===== config.mk =====
export PLATFORM = sky130hd
export DESIGN_NAME = dram_ctrl_flat
export DESIGN_NICKNAME = d
export VERILOG_FILES = /design/src/rtl/dram_ctrl_pkg.sv /design/src/rtl/dram_ctrl_if.sv /design/src/rtl/dram_delay_cnt.sv /design/src/rtl/dram_ctrl.sv /design/src/flat_wrapper.sv
export SDC_FILE = /design/constraint.sdc
export NUM_CORES = 1
export LEC_CHECK = 0
export ABC_AREA = 0
export BUFFER_PORTS_ARGS = -buffer_cell sky130_fd_sc_hd__buf_2
export CORE_MARGIN = 8
export CORE_UTILIZATION = 53
export CTS_CLUSTER_SIZE = 24
export DETAILED_ROUTE_END_ITERATION = 6
export GPL_TIMING_DRIVEN = 0
export PLACE_DENSITY = 0.8
export RECOVER_POWER = 50
export SKIP_LAST_GASP = 1
export SYNTH_ARGS = -nofsm -noshare
export SYNTH_HDL_FRONTEND = slang
export SYNTH_HIERARCHICAL = 1
export SYNTH_SLANG_ARGS = --single-unit

===== constraint.sdc =====
create_clock -name dram_clk -period 3.3 [get_ports dram_clk]
set_clock_uncertainty 0.15 [all_clocks]
set_input_delay 0.165 -clock dram_clk [delete_from_list [all_inputs] [get_ports dram_clk]]
set_output_delay 0.165 -clock dram_clk [all_outputs]
set_load 0.02 [all_outputs]

===== src/rtl/dram_ctrl_pkg.sv =====
// Shared types and constants for the DRAM command sequencer: FSM states,
// pin-level command encodings, address field widths and delay counter width.
package dram_ctrl_pkg;

  localparam int ROW_W      = 11;
  localparam int COL_W      = 10;
  localparam int ADDR_W     = ROW_W + COL_W;
  localparam int TMO_MARGIN = 4;
  // Wide enough for TCL+TMO_MARGIN-1 with every timing parameter <= 8
  localparam int CNT_W      = 4;

  typedef enum logic [2:0] {
    ST_IDLE, ST_PRE, ST_PRE_WAIT, ST_ACT, ST_ACT_WAIT, ST_ACCESS, ST_RD_WAIT, ST_WR_WAIT
  } dram_state_e;

  typedef struct packed {
    logic             csn;
    logic             rasn;
    logic             casn;
    logic [3:0]       wen;
    logic [ROW_W-1:0] a;
  } dram_cmd_t;

  localparam dram_cmd_t CMD_IDLE = '{csn: 1'b1, rasn: 1'b1, casn: 1'b1, wen: 4'hF, a: '0};

  function automatic dram_cmd_t cmd_act(input logic [ROW_W-1:0] row);
    dram_cmd_t c = CMD_IDLE;
    c.csn = 1'b0; c.rasn = 1'b0; c.a = row;
    return c;
  endfunction

  function automatic dram_cmd_t cmd_pre(input logic [ROW_W-1:0] row);
    dram_cmd_t c = CMD_IDLE;
    c.csn = 1'b0; c.rasn = 1'b0; c.wen = 4'h0; c.a = row;
    return c;
  endfunction

  function automatic dram_cmd_t cmd_rw(input logic wr, input logic [COL_W-1:0] col,
                                       input logic [3:0] wstrb);
    dram_cmd_t c = CMD_IDLE;
    c.csn = 1'b0; c.casn = 1'b0; c.a = {1'b0, col};
    if (wr) c.wen = ~wstrb;
    return c;
  endfunction

endpackage


===== src/rtl/dram_ctrl_if.sv =====
// Word request / one-shot response channel between the AXI-side wrapper and dram_ctrl.
interface dram_ctrl_if;
  logic                              req_valid;
  logic                              req_ready;
  logic                              req_write;
  logic [dram_ctrl_pkg::ADDR_W-1:0]  req_addr;
  logic [3:0]                        req_wstrb;
  logic [31:0]                       req_wdata;
  logic                              resp_valid;
  logic [31:0]                       resp_rdata;
  logic                              resp_err;

  modport master (output req_valid, req_write, req_addr, req_wstrb, req_wdata,
                  input  req_ready, resp_valid, resp_rdata, resp_err);
  modport slave  (input  req_valid, req_write, req_addr, req_wstrb, req_wdata,
                  output req_ready, resp_valid, resp_rdata, resp_err);
endinterface


===== src/rtl/dram_delay_cnt.sv =====
// Loadable down-counter shared by all WAIT states; done marks the last wait cycle.
module dram_delay_cnt
  import dram_ctrl_pkg::*;
#(
  parameter int W = CNT_W
) (
  input  logic         dram_clk,
  input  logic         dram_rstn,
  input  logic         load,
  input  logic [W-1:0] load_val,
  output logic         done
);
  logic [W-1:0] cnt;

  always_ff @(posedge dram_clk or negedge dram_rstn) begin
    if (!dram_rstn)      cnt <= '0;
    else if (load)       cnt <= load_val;
    else if (cnt != '0)  cnt <= cnt - W'(1);
  end

  assign done = (cnt == W'(1));
endmodule


===== src/rtl/dram_ctrl.sv =====
// Single-port DRAM command sequencer (ACT/RD/WR/PRE with parameterised gaps).
// DRAM_OPEN_PAGE_EN keeps rows open across requests; otherwise every access closes its row.
module dram_ctrl
  import dram_ctrl_pkg::*;
#(
  parameter int unsigned TRCD = 5,
  parameter int unsigned TCL  = 5,
  parameter int unsigned TRP  = 5,
  parameter int unsigned TWR  = 5
) (
  input  logic              dram_clk,
  input  logic              dram_rstn,
  dram_ctrl_if.slave        bus,
  output logic              DRAM_CSn,
  output logic              DRAM_RASn,
  output logic              DRAM_CASn,
  output logic [3:0]        DRAM_WEn,
  output logic [ROW_W-1:0]  DRAM_A,
  output logic [31:0]       DRAM_D,
  input  logic [31:0]       DRAM_Q,
  input  logic              DRAM_valid
);
  dram_state_e      state;
  dram_cmd_t        cmd;
  logic [31:0]      dq_d;
  logic             req_ready_q, resp_valid_q, resp_err_q;
  logic [31:0]      resp_rdata_q;
  logic             row_open;
  logic [ROW_W-1:0] open_row;
  logic             l_write;
  logic [COL_W-1:0] l_col;
  logic [3:0]       l_wstrb;
  logic [31:0]      l_wdata;
`ifdef DRAM_OPEN_PAGE_EN
  logic [ROW_W-1:0] l_row;
`else
  logic [31:0]      pend_rdata;
  logic             pend_err;
`endif

  logic             cnt_load, cnt_done;
  logic [CNT_W-1:0] cnt_val;

  logic [ROW_W-1:0] req_row;
  logic             accept, hit, go_access, pre_done, acc_done, done_err;
  logic             acc_write;
  logic [COL_W-1:0] acc_col;
  logic [3:0]       acc_wstrb;
  logic [31:0]      acc_wdata, done_rdata;

  assign req_row   = bus.req_addr[ADDR_W-1:COL_W];
  assign accept    = (state == ST_IDLE) && req_ready_q && bus.req_valid;
  assign hit       = row_open && (open_row == req_row);

  // A row hit goes straight to the column command, so it reads the request bus directly
  assign go_access = (accept && hit) || (state == ST_ACT && TRCD == 1) ||
                     (state == ST_ACT_WAIT && cnt_done);
  assign acc_write = accept ? bus.req_write               : l_write;
  assign acc_col   = accept ? bus.req_addr[COL_W-1:0]     : l_col;
  assign acc_wstrb = accept ? bus.req_wstrb               : l_wstrb;
  assign acc_wdata = accept ? bus.req_wdata               : l_wdata;

  assign pre_done  = (state == ST_PRE && TRP == 1) || (state == ST_PRE_WAIT && cnt_done);
  assign acc_done  = (state == ST_ACCESS && l_write && TWR == 1) ||
                     (state == ST_WR_WAIT && cnt_done) ||
                     (state == ST_RD_WAIT && (DRAM_valid || cnt_done));
  assign done_err   = (state == ST_RD_WAIT) && !DRAM_valid;
  assign done_rdata = (state == ST_RD_WAIT && DRAM_valid) ? DRAM_Q : '0;

  always_comb begin
    cnt_load = 1'b1;
    cnt_val  = '0;
    unique case (state)
      ST_PRE:    cnt_val = CNT_W'(TRP - 1);
      ST_ACT:    cnt_val = CNT_W'(TRCD - 1);
      ST_ACCESS: cnt_val = l_write ? CNT_W'(TWR - 1) : CNT_W'(TCL + TMO_MARGIN - 1);
      default:   cnt_load = 1'b0;
    endcase
  end

  dram_delay_cnt #(.W(CNT_W)) u_dly (
    .dram_clk (dram_clk),
    .dram_rstn(dram_rstn),
    .load     (cnt_load),
    .load_val (cnt_val),
    .done     (cnt_done)
  );

  always_ff @(posedge dram_clk or negedge dram_rstn) begin
    if (!dram_rstn) begin
      state        <= ST_IDLE;
      cmd          <= CMD_IDLE;
      dq_d         <= '0;
      req_ready_q  <= 1'b0;
      resp_valid_q <= 1'b0;
      resp_rdata_q <= '0;
      resp_err_q   <= 1'b0;
      row_open     <= 1'b0;
      open_row     <= '0;
      l_write      <= 1'b0;
      l_col        <= '0;
      l_wstrb      <= '0;
      l_wdata      <= '0;
`ifdef DRAM_OPEN_PAGE_EN
      l_row        <= '0;
`else
      pend_rdata   <= '0;
      pend_err     <= 1'b0;
`endif
    end else begin
      cmd          <= CMD_IDLE;
      dq_d         <= '0;
      resp_valid_q <= 1'b0;
      req_ready_q  <= 1'b0;
      unique case (state)
        ST_IDLE: begin
          // Stays low through the response cycle, so accept and resp never coincide
          req_ready_q <= !accept;
          if (accept) begin
            l_write <= bus.req_write;
            l_col   <= bus.req_addr[COL_W-1:0];
            l_wstrb <= bus.req_wstrb;
            l_wdata <= bus.req_wdata;
`ifdef DRAM_OPEN_PAGE_EN
            l_row   <= req_row;
`endif
            if (row_open && !hit) begin
              state    <= ST_PRE;
              cmd      <= cmd_pre(open_row);
              row_open <= 1'b0;
            end else if (!row_open) begin
              state    <= ST_ACT;
              cmd      <= cmd_act(req_row);
              row_open <= 1'b1;
              open_row <= req_row;
            end
          end
        end
        ST_PRE:    if (TRP > 1)  state <= ST_PRE_WAIT;
        ST_ACT:    if (TRCD > 1) state <= ST_ACT_WAIT;
        ST_ACCESS: begin
          if (!l_write)     state <= ST_RD_WAIT;
          else if (TWR > 1) state <= ST_WR_WAIT;
        end
        default: ;
      endcase

      if (go_access) begin
        state <= ST_ACCESS;
        cmd   <= cmd_rw(acc_write, acc_col, acc_wstrb);
        if (acc_write) dq_d <= acc_wdata;
      end

      if (pre_done) begin
`ifdef DRAM_OPEN_PAGE_EN
        state    <= ST_ACT;
        cmd      <= cmd_act(l_row);
        row_open <= 1'b1;
        open_row <= l_row;
`else
        state        <= ST_IDLE;
        resp_valid_q <= 1'b1;
        resp_rdata_q <= pend_rdata;
        resp_err_q   <= pend_err;
`endif
      end

      if (acc_done) begin
`ifdef DRAM_OPEN_PAGE_EN
        state        <= ST_IDLE;
        resp_valid_q <= 1'b1;
        resp_rdata_q <= done_rdata;
        resp_err_q   <= done_err;
`else
        // Result is parked until the row is closed and TRP has elapsed
        state      <= ST_PRE;
        cmd        <= cmd_pre(open_row);
        row_open   <= 1'b0;
        pend_rdata <= done_rdata;
        pend_err   <= done_err;
`endif
      end
    end
  end

  assign bus.req_ready  = req_ready_q;
  assign bus.resp_valid = resp_valid_q;
  assign bus.resp_rdata = resp_rdata_q;
  assign bus.resp_err   = resp_err_q;

  assign DRAM_CSn  = cmd.csn;
  assign DRAM_RASn = cmd.rasn;
  assign DRAM_CASn = cmd.casn;
  assign DRAM_WEn  = cmd.wen;
  assign DRAM_A    = cmd.a;
  assign DRAM_D    = dq_d;
endmodule


===== src/flat_wrapper.sv =====
// flat-port wrapper written by rule: the top's interface ports become plain ports
module dram_ctrl_flat import dram_ctrl_pkg::*;
#(
  parameter int unsigned TRCD = 5,
  parameter int unsigned TCL  = 5,
  parameter int unsigned TRP  = 5,
  parameter int unsigned TWR  = 5
)
  (dram_clk, dram_rstn, DRAM_CSn, DRAM_RASn, DRAM_CASn, DRAM_WEn, DRAM_A, DRAM_D, DRAM_Q, DRAM_valid, bus_req_valid, bus_req_write, bus_req_addr, bus_req_wstrb, bus_req_wdata, bus_req_ready, bus_resp_valid, bus_resp_rdata, bus_resp_err);
  dram_ctrl_if bus_i ();
  input  logic dram_clk;
  input  logic dram_rstn;
  output logic DRAM_CSn;
  output logic DRAM_RASn;
  output logic DRAM_CASn;
  output logic [3:0] DRAM_WEn;
  output logic [ROW_W-1:0] DRAM_A;
  output logic [31:0] DRAM_D;
  input  logic [31:0] DRAM_Q;
  input  logic DRAM_valid;
  input wire logic [$bits(bus_i.req_valid)-1:0] bus_req_valid;
  input wire logic [$bits(bus_i.req_write)-1:0] bus_req_write;
  input wire logic [$bits(bus_i.req_addr)-1:0] bus_req_addr;
  input wire logic [$bits(bus_i.req_wstrb)-1:0] bus_req_wstrb;
  input wire logic [$bits(bus_i.req_wdata)-1:0] bus_req_wdata;
  output wire logic [$bits(bus_i.req_ready)-1:0] bus_req_ready;
  output wire logic [$bits(bus_i.resp_valid)-1:0] bus_resp_valid;
  output wire logic [$bits(bus_i.resp_rdata)-1:0] bus_resp_rdata;
  output wire logic [$bits(bus_i.resp_err)-1:0] bus_resp_err;
  assign bus_i.req_valid = bus_req_valid;
  assign bus_i.req_write = bus_req_write;
  assign bus_i.req_addr = bus_req_addr;
  assign bus_i.req_wstrb = bus_req_wstrb;
  assign bus_i.req_wdata = bus_req_wdata;
  assign bus_req_ready = bus_i.req_ready;
  assign bus_resp_valid = bus_i.resp_valid;
  assign bus_resp_rdata = bus_i.resp_rdata;
  assign bus_resp_err = bus_i.resp_err;
  dram_ctrl #(.TRCD(TRCD), .TCL(TCL), .TRP(TRP), .TWR(TWR)) u_core (.dram_clk(dram_clk), .dram_rstn(dram_rstn), .bus(bus_i), .DRAM_CSn(DRAM_CSn), .DRAM_RASn(DRAM_RASn), .DRAM_CASn(DRAM_CASn), .DRAM_WEn(DRAM_WEn), .DRAM_A(DRAM_A), .DRAM_D(DRAM_D), .DRAM_Q(DRAM_Q), .DRAM_valid(DRAM_valid));
endmodule

# After elaboration in Yosys (flattened, before gate mapping)
# Cells that the tools add are included.
# totals
register_bits	184
wordCells	96
in_bits	94
out_inout_bits	85
# classes
n_mux	33
eq_ne	11
reduce_logical	28
add_sub_neg	1
bitwise_logic	3
# ops
operator	n
$mux 32	4
$mux 18	6
$mux 4	5
$mux 3	6
$eq 3x3->1 const B	4
$pmux 3 s4	1
$eq 11x11->1	1
$logic_and 1x1->1	11
$mux 10	1
$mux 1	9
$pmux 4 s2	1
$reduce_bool 7->1	1
$eq 3x2->1 const B	2
$ne 6x6->1 const B	1
$reduce_bool 2->1	3
$ne 5x1->1 const B	1
$eq 4x1->1 const B	1
$not 4->4	1
$reduce_and 4->1	1
$reduce_bool 4->1	1
$sub 4x1->4 const B	1
$eq 3x1->1 const B	1
$logic_not 1->1	3
$logic_not 3->1	1
other kinds (6)	9

# Depth between registers and ports, before layout
# Gate-level depths: netlist of run 1.
# depth
word_depth	10
mapped_depth	8
depth_no_buf	8

# Modules after synthesis
# The synthesis of run 1 kept the hierarchy.
# by_module_without_submodules
module	cells_each	seq_area_each_um2	area_per_inst_um2	instances
dram_ctrl	553	4513.1	6814.0	1
dram_delay_cnt	24	100.1	265.3	1

# Worst setup path after synthesis of run 1
# Ideal clock, no wire load.
# synth_path
path_kind	register -> register
from	register u_core.u_dly.cnt[1]
to	register u_core.resp_err_q (netlist: u_core/bus.resp_err)
n_path_buf	2
required_ns	3.025
path_stages_with_launch	8
setup_time_ns	0.125
synth_period_minus_slack_ns	2.333
t_arrival_ns	2.058
path_slack_ns	0.967
path_cell_list	dfrtp_1 > inv_1 > ha_1 > nor3b_1 > nor4bb_1 > buf_2 > buf_2 > mux2_2
# synth_between
elab_chain_cells	2
# synth_rtl
element	line	text
from (decl)	dram_delay_cnt.sv:13	logic [W-1:0] cnt;
from (signal assigned)	dram_delay_cnt.sv:17	else if (load) cnt <= load_val;
from (signal assigned)	dram_delay_cnt.sv:18	else if (cnt != '0) cnt <= cnt - W'(1);
$eq 4x1->1	dram_delay_cnt.sv:21	assign done = (cnt == W'(1));
via u_core.cnt_done	dram_ctrl.sv:41	logic cnt_load, cnt_done;
$logic_and 1x1->1	dram_ctrl.sv:63	assign pre_done = (state == ST_PRE && TRP == 1) || (state == ST_PRE_WAIT && cnt_done);
to (signal assigned)	dram_ctrl.sv:164	resp_err_q <= pend_err;
to (decl)	dram_ctrl.sv:26	logic req_ready_q, resp_valid_q, resp_err_q;
# The timed path passes the listed nets, and every way through them passes these cells.
# A chain may end at the register's enable or synchronous reset.

# Worst setup path after layout of run 1
# layout_path
from	register u_core.u_dly.cnt[1]
to	register u_core.dq_d[16] (netlist: u_core/DRAM_D[16])
# layout_between
elab_chain_cells	4
# layout_rtl
element	line	text
$eq 4x1->1	dram_delay_cnt.sv:21	
via u_core.cnt_done	dram_ctrl.sv:41	
$logic_and 1x1->1	dram_ctrl.sv:57	(state == ST_ACT_WAIT && cnt_done);
$logic_or 1x1->1	dram_ctrl.sv:56	assign go_access = (accept && hit) || (state == ST_ACT && TRCD == 1) ||
$mux 32	dram_ctrl.sv:148	if (go_access) begin
to (signal assigned)	dram_ctrl.sv:151	if (acc_write) dq_d <= acc_wdata;
to (decl)	dram_ctrl.sv:25	logic [31:0] dq_d;
# The timed path passes the listed nets, and every way through them passes these cells.

==> run summary, run 1 <==
Fin crit share: 0.915
Drt via density: 5.24
Vias: 5554
Core footprint: 0.0131 mm²
Final hold vios: 0
Crit Path Class: reg2reg
Arr. time, crit path: 3210 ps
# fillers: 920
Status: finished with violations
R2R Path Start: u_core/u_dly/cnt[1]
Slew Viols, Final: 77
WL final: 19300 µm
Htree depth: 4
Seq/Total Area, Yosys: 0.652
Drt first pass iters: 4
1st-iter DRT viols: 397
IO Port Bufs: 178
Die W: 132 µm
Hold Crit Class: reg2reg
Maximum vdd drop: 0.000419 V
Setup repair bufs after CTS: 0
Layout cell share with drive strength beyond 1: 0.229
RSZ-0062 raised after global routing: false
Critical path endpoint: u_core/DRAM_D[16]
Critical Path RT: 3490 ps
Netlist Area Pre-Place: 0.00708 mm²
Synth top area share: 0.626
Worst Setup Start Kind: flop
DRC Markers: 0
Distinct cells, synth: 39
Commonest non-fill, non-tap cell in the layout: dfrtp_1
Worst Path Max Fanout: 10
Clk sinks: 184
Clk buf depth: 2
F_max: 331 MHz
Clk pin slew, worst setup/hold paths: 70 ps
Mean post-synth cell area: 12.3 µm²
Failing checks: capacitance limit, slew limit
Layout Cells excl Fill: 1060
Top Ports: 179
Total Routing Usage GR: 0.225
Top area cells in the synthesized netlist: dfrtp_1, nand2_1, mux2_2
Final Total Pwr: 7.90 mW
Max Cap Viol: 1
Detail Route Antenna Nets: 0
Synth Warn #: 6
Core Util, Final: 0.730
Total gr overflow: 0
Worst Setup SP: u_core/u_dly/cnt[1]
GPL Wtd Cong: 0.837
Cell area after layout: 0.00959 mm²
Tmin final: 3020 ps
Syn Inst Count: 577
Post-synthesis async set-or-reset flop share: 1.00
CTS tree: built
Crit. End Element: flop
Routed length per instance: 18.2 µm
Most frequent cells in the layout: dfrtp_1, nand2_1, buf_2
Lkg Pwr: 4.61 nW
Dpl hpwl: 12300 µm
Slew HR: -0.198
Post-synth EDFFs: 0
RR Endpoint: u_core/DRAM_D[16]
Top FF cell, synth: dfrtp_1
Die area: 0.0173 mm²
Starting Density: 0.539
CTS Buf Count: 17
Root Buffer Master: clkbuf_16
Area after DPL: 0.00823 mm²
Area leader, netlist: dfrtp_1
Yosys reg bits: 184
Final setup violation count: 0
R2R Setup Slk: 280 ps
DIE HEIGHT: 132 µm
FP Rows: 42
First-pass GRT wire length: 31200 µm
Clock latency on the worst-skew pair: 430 ps
Pin count of the biggest net entering global routing: 110
NumNets Final: 966
Initial antenna violation count: 1
Vias in the first global route: 6004
Worst-Margin Slew: 1800 ps
R2R cell count: 8
Pwr/cell area: 824 mW/mm²
Area grow syn2layout: 35.5%
Resized Gates After CTS: 0
Cells after DPL: 933
-- per-stage QoR --
step	TNS [ps]	worst slack [ps]	hold WS [ps]
global route	0	161	333
finish	0	280	321
floorplan	0	967	-281
CTS	0	411	151
detailed placement	0	439	18.1
global placement	-125880	-727	222
-- cell type report --
type	instances	area (µm²)	share of cell area
Sequential cell	184	4610	0.481
Clock inverter	15	138	0.0143
Buffer	32	148	0.0154
Antenna cell	2	5.00	0.000522
Inverter	4	15.0	0.00157
Clock buffer	17	425	0.0443
Tap cell	176	220	0.0230
Multi-Input combinational cell	358	2300	0.240
Timing Repair Buffer	272	1730	0.180
-- layer usage --
metal | vias to the layer above | global-route usage | part of all wire | wire length (µm)
met5 | - | 0 | 0 | 0
met4 | 0 | 0.112 | 0.032 | 620
met3 | 48 | 0.0526 | 0.046 | 887
met2 | 174 | 0.400 | 0.53 | 10200
met1 | 2782 | 0.248 | 0.39 | 7580
li1 | 2550 | - | - | -
-- cells by family (layout without fill, tap and decap cells) --
group           Yosys count  in the layout  synth area share
mux                      47             47            0.0746
xor+xnor                 13             13            0.0161
simple gates            214            214             0.138
compound gates           79             79            0.0905
flops                   184            184             0.652
other cells               1              4          0.000530
buf+inv                  36            340            0.0230
fa+ha+maj                 3              3           0.00530
-- state kept, by name, summed over array words and instances, names as in the netlist, 3 cells and up --
register and flops:
u_core/bus.resp_rdata 32, u_core/u_dly/cnt 4, u_core/state 3, u_core/open_row 11, u_core/DRAM_WEn 4, u_core/pend_rdata 32, u_core/l_col 10, u_core/l_wdata 32
u_core/l_wstrb 4, u_core/DRAM_A 11, u_core/DRAM_D 32
-- repair_timing --
action,in CTS,in global routing
hold buffers,93,0
hold endpoints to repair,215,0
setup endpoints to repair,0,0
-- power breakdown --
part	switching (mW)	internal [mW]	total, mW
clock network	0.932	0.996	1.93
registers	0.455	3.08	3.54
logic	1.40	1.04	2.44
total	2.78	5.12	7.90
-- synthesized netlist by cell type (all sizes together) (4+ instances only) --
master,instances
a21oi,11
a221o,11
a22o,43
buf,18
clkbuf,14
dfrtp,177
dfstp,7
inv,4
mux2,46
nand2,144
nor2,9
nor2b,34
nor3,7
o21ai,4
xnor2,13
-- critical path, cell delays in order (launching register included) --
cell,delay (ps)
dfrtp_1,380
inv_1,120
ha_1,150
nor3b_1,700
nand2_1,160
nor3_1,600
o21ai_2,230
buf_2,250
nor2b_1,180
-- how the worst min path moves through the flow --
stage / start / end / slack, ps / depth (start not counted)
finish: u_core/l_wdata[28] / u_core/l_wdata[28] / 320 / 2
global route: bus_req_wdata[19] / u_core/l_wdata[19] / 330 / 4
CTS: dram_rstn / u_core/l_wdata[6] / 150 / 2
detailed placement: dram_rstn / u_core/DRAM_D[1] / 20 / 1
global placement: bus_req_wdata[15] / u_core/l_wdata[15] / 220 / 3
floorplan: dram_rstn / u_core/DRAM_A[0] / -280 / 0
No activity file was read; power rests on OpenSTA's default activity.
==> run 2: changes to the inputs <==
CORE_UTILIZATION = 57   (was 53)
GPL_ROUTABILITY_DRIVEN = 0   (was unset)
PLACE_DENSITY = 0.85   (was 0.8)
clock period = 3.5 ns   (was 3.3 ns; I/O delays follow)
==> run 2 against run 1 <==
  * The run still ends with capacitance limit, slew limit left
  * Critical path depth decreased by 1
  * Die area down 6.2%
  * Worst setup slack better by 230 ps
  * Cell area is 0.72% higher
  * Utilization up 7.1 points
  * Clock power increased by 7%
  * Fmax rose by 0.86%
  * Non-clock buffer count is the same
  * Register-to-register slack improved by 230 ps
  * Global-route usage rose by 4.0 points
  * Power is 1.5% lower
  * Sequential share of layout area decreased by 0.34 points
  * Critical path type unchanged
==> run summary, run 2 (synthesis gave the netlist of run 1 again) <==
IO Port Bufs: 178
Failing checks: capacitance limit, slew limit
Pwr/cell area: 806 mW/mm²
DRC Markers: 0
CP dominant cell by count: buf_2
Maximum vdd drop: 0.000389 V
Final hold vios: 0
R2R cell count: 7
Setup TNS Final: 0 ps
Die W: 127 µm
Total gr overflow: 0
Most frequent cells in the layout: dfrtp_1, nand2_1, buf_2
NumNets Final: 966
Initial antenna violation count: 2
R2R Setup Slk: 510 ps
Clk sinks: 184
Critical Path RT: 3660 ps
Layout cell share with drive strength beyond 1: 0.229
Die area: 0.0162 mm²
RR Endpoint: u_core/bus.resp_rdata[11]
First-pass GRT wire length: 33200 µm
R2R Path Start: u_core/u_dly/cnt[1]
Vias in the first global route: 6244
Tmin final: 2990 ps
Lkg Pwr: 4.65 nW
CTS Buf Count: 17
Crit. End Element: flop
RSZ-0062 raised after global routing: false
Worst-Margin Slew: 1730 ps
FP Rows: 40
Commonest non-fill, non-tap cell in the layout: dfrtp_1
Top Ports: 179
Clk pin slew, worst setup/hold paths: 70 ps
Detail Route Antenna Nets: 0
DIE HEIGHT: 127 µm
Starting Density: 0.587
Drt via density: 5.44
Root Buffer Master: clkbuf_16
F_max: 334 MHz
Slew Viols, Final: 131
Fin crit share: 0.856
Status: finished with violations
Core Util, Final: 0.801
Slew HR: -0.153
1st-iter DRT viols: 622
WL final: 20900 µm
Total Routing Usage GR: 0.265
Hold Crit Class: in2async
Dpl hpwl: 12400 µm
CTS tree: built
Clock latency on the worst-skew pair: 430 ps
Core footprint: 0.0121 mm²
Worst Setup Start Kind: flop
Worst-path cell chain: inv_1 > ha_1 > nor3b_1 > nor4bb_1 > buf_2 > buf_2 > mux2_2
Arr. time, crit path: 3150 ps
Routed length per instance: 19.9 µm
Clk buf depth: 2
Area grow syn2layout: 36.5%
Crit-path slowest cell: nor3b_1
Max Cap Viol: 1
Delay of the slowest critical-path stage: 660 ps
Vias: 5729
Htree depth: 4
Worst Path Max Fanout: 10
Drt first pass iters: 5
# fillers: 723
Crit Path Class: reg2reg
Final setup violation count: 0
Pin count of the biggest net entering global routing: 131
run 2: cell type report:
class	count	area (µm²)	area share
diodes	3	7.51	0.000777
plain buffers	32	148	0.0153
clock buffers	18	439	0.0455
clock inverters	14	194	0.0201
inverters	4	15.0	0.00155
multi-input cells	358	2300	0.238
flip-flops and latches	184	4610	0.477
well taps	168	210	0.0218
repair buffers	272	1730	0.179
run 2: worst max path at each step:
| stage | slack [ps] | depth (start not counted) | startpoint | end |
|---|---|---|---|---|
| 2_1_floorplan | 1170 | 7 | u_core/u_dly/cnt[1] | u_core/bus.resp_err |
| 3_3_place_gp | -550 | 1 | dram_rstn | u_core/pend_rdata[30] |
| 3_5_place_dp | 620 | 7 | u_core/u_dly/cnt[1] | u_core/bus.resp_rdata[13] |
| 4_1_cts | 590 | 7 | u_core/u_dly/cnt[1] | u_core/bus.resp_rdata[13] |
| 5_1_grt | 370 | 7 | u_core/u_dly/cnt[1] | u_core/bus.resp_rdata[11] |
| 6_report | 510 | 7 | u_core/u_dly/cnt[1] | u_core/bus.resp_rdata[11] |
run 2: power breakdown:
part | total (mW) | switching [mW] | internal, mW
logic | 2.34 | 1.36 | 0.985
clock network | 2.06 | 0.840 | 1.22
registers | 3.38 | 0.473 | 2.91
run 2: routing by layer:
metal,wire length [µm],part of all wire,track usage,up-vias
li1,-,-,-,2552
met1,7680,0.37,0.289,2859
met2,11000,0.53,0.465,243
met3,1280,0.061,0.0632,75
met4,967,0.046,0.148,0
met5,0,0,0,-
run 2: stage by stage:
step	cells	hold slack, ps	power (mW)	cell area [µm²]	worst slack (ps)
detailed placement	925	-28.0	5.60	8220	621
global placement	924	233	5.43	8180	-547
finish	1053	105	7.79	9660	505
CTS	1050	119	7.77	9790	592
floorplan	578	-271	4.81	7080	1170
global route	1052	133	8.15	9660	372
run 2: worst max-delay path: cells and delay by family (launching register included):
| family | cells | cell delay (ps) |
|---|---|---|
| fa+ha+maj | 1 | 170 |
| buf+inv | 3 | 750 |
| flops | 1 | 380 |
| mux | 1 | 400 |
| simple gates | 2 | 1030 |
run 2: repair_timing:
action                                 4_1_cts  5_1_grt
hold buffers                                93        0
setup buffers                                0        0
endpoints found under the hold margin      194        0
resized for setup                            0        0
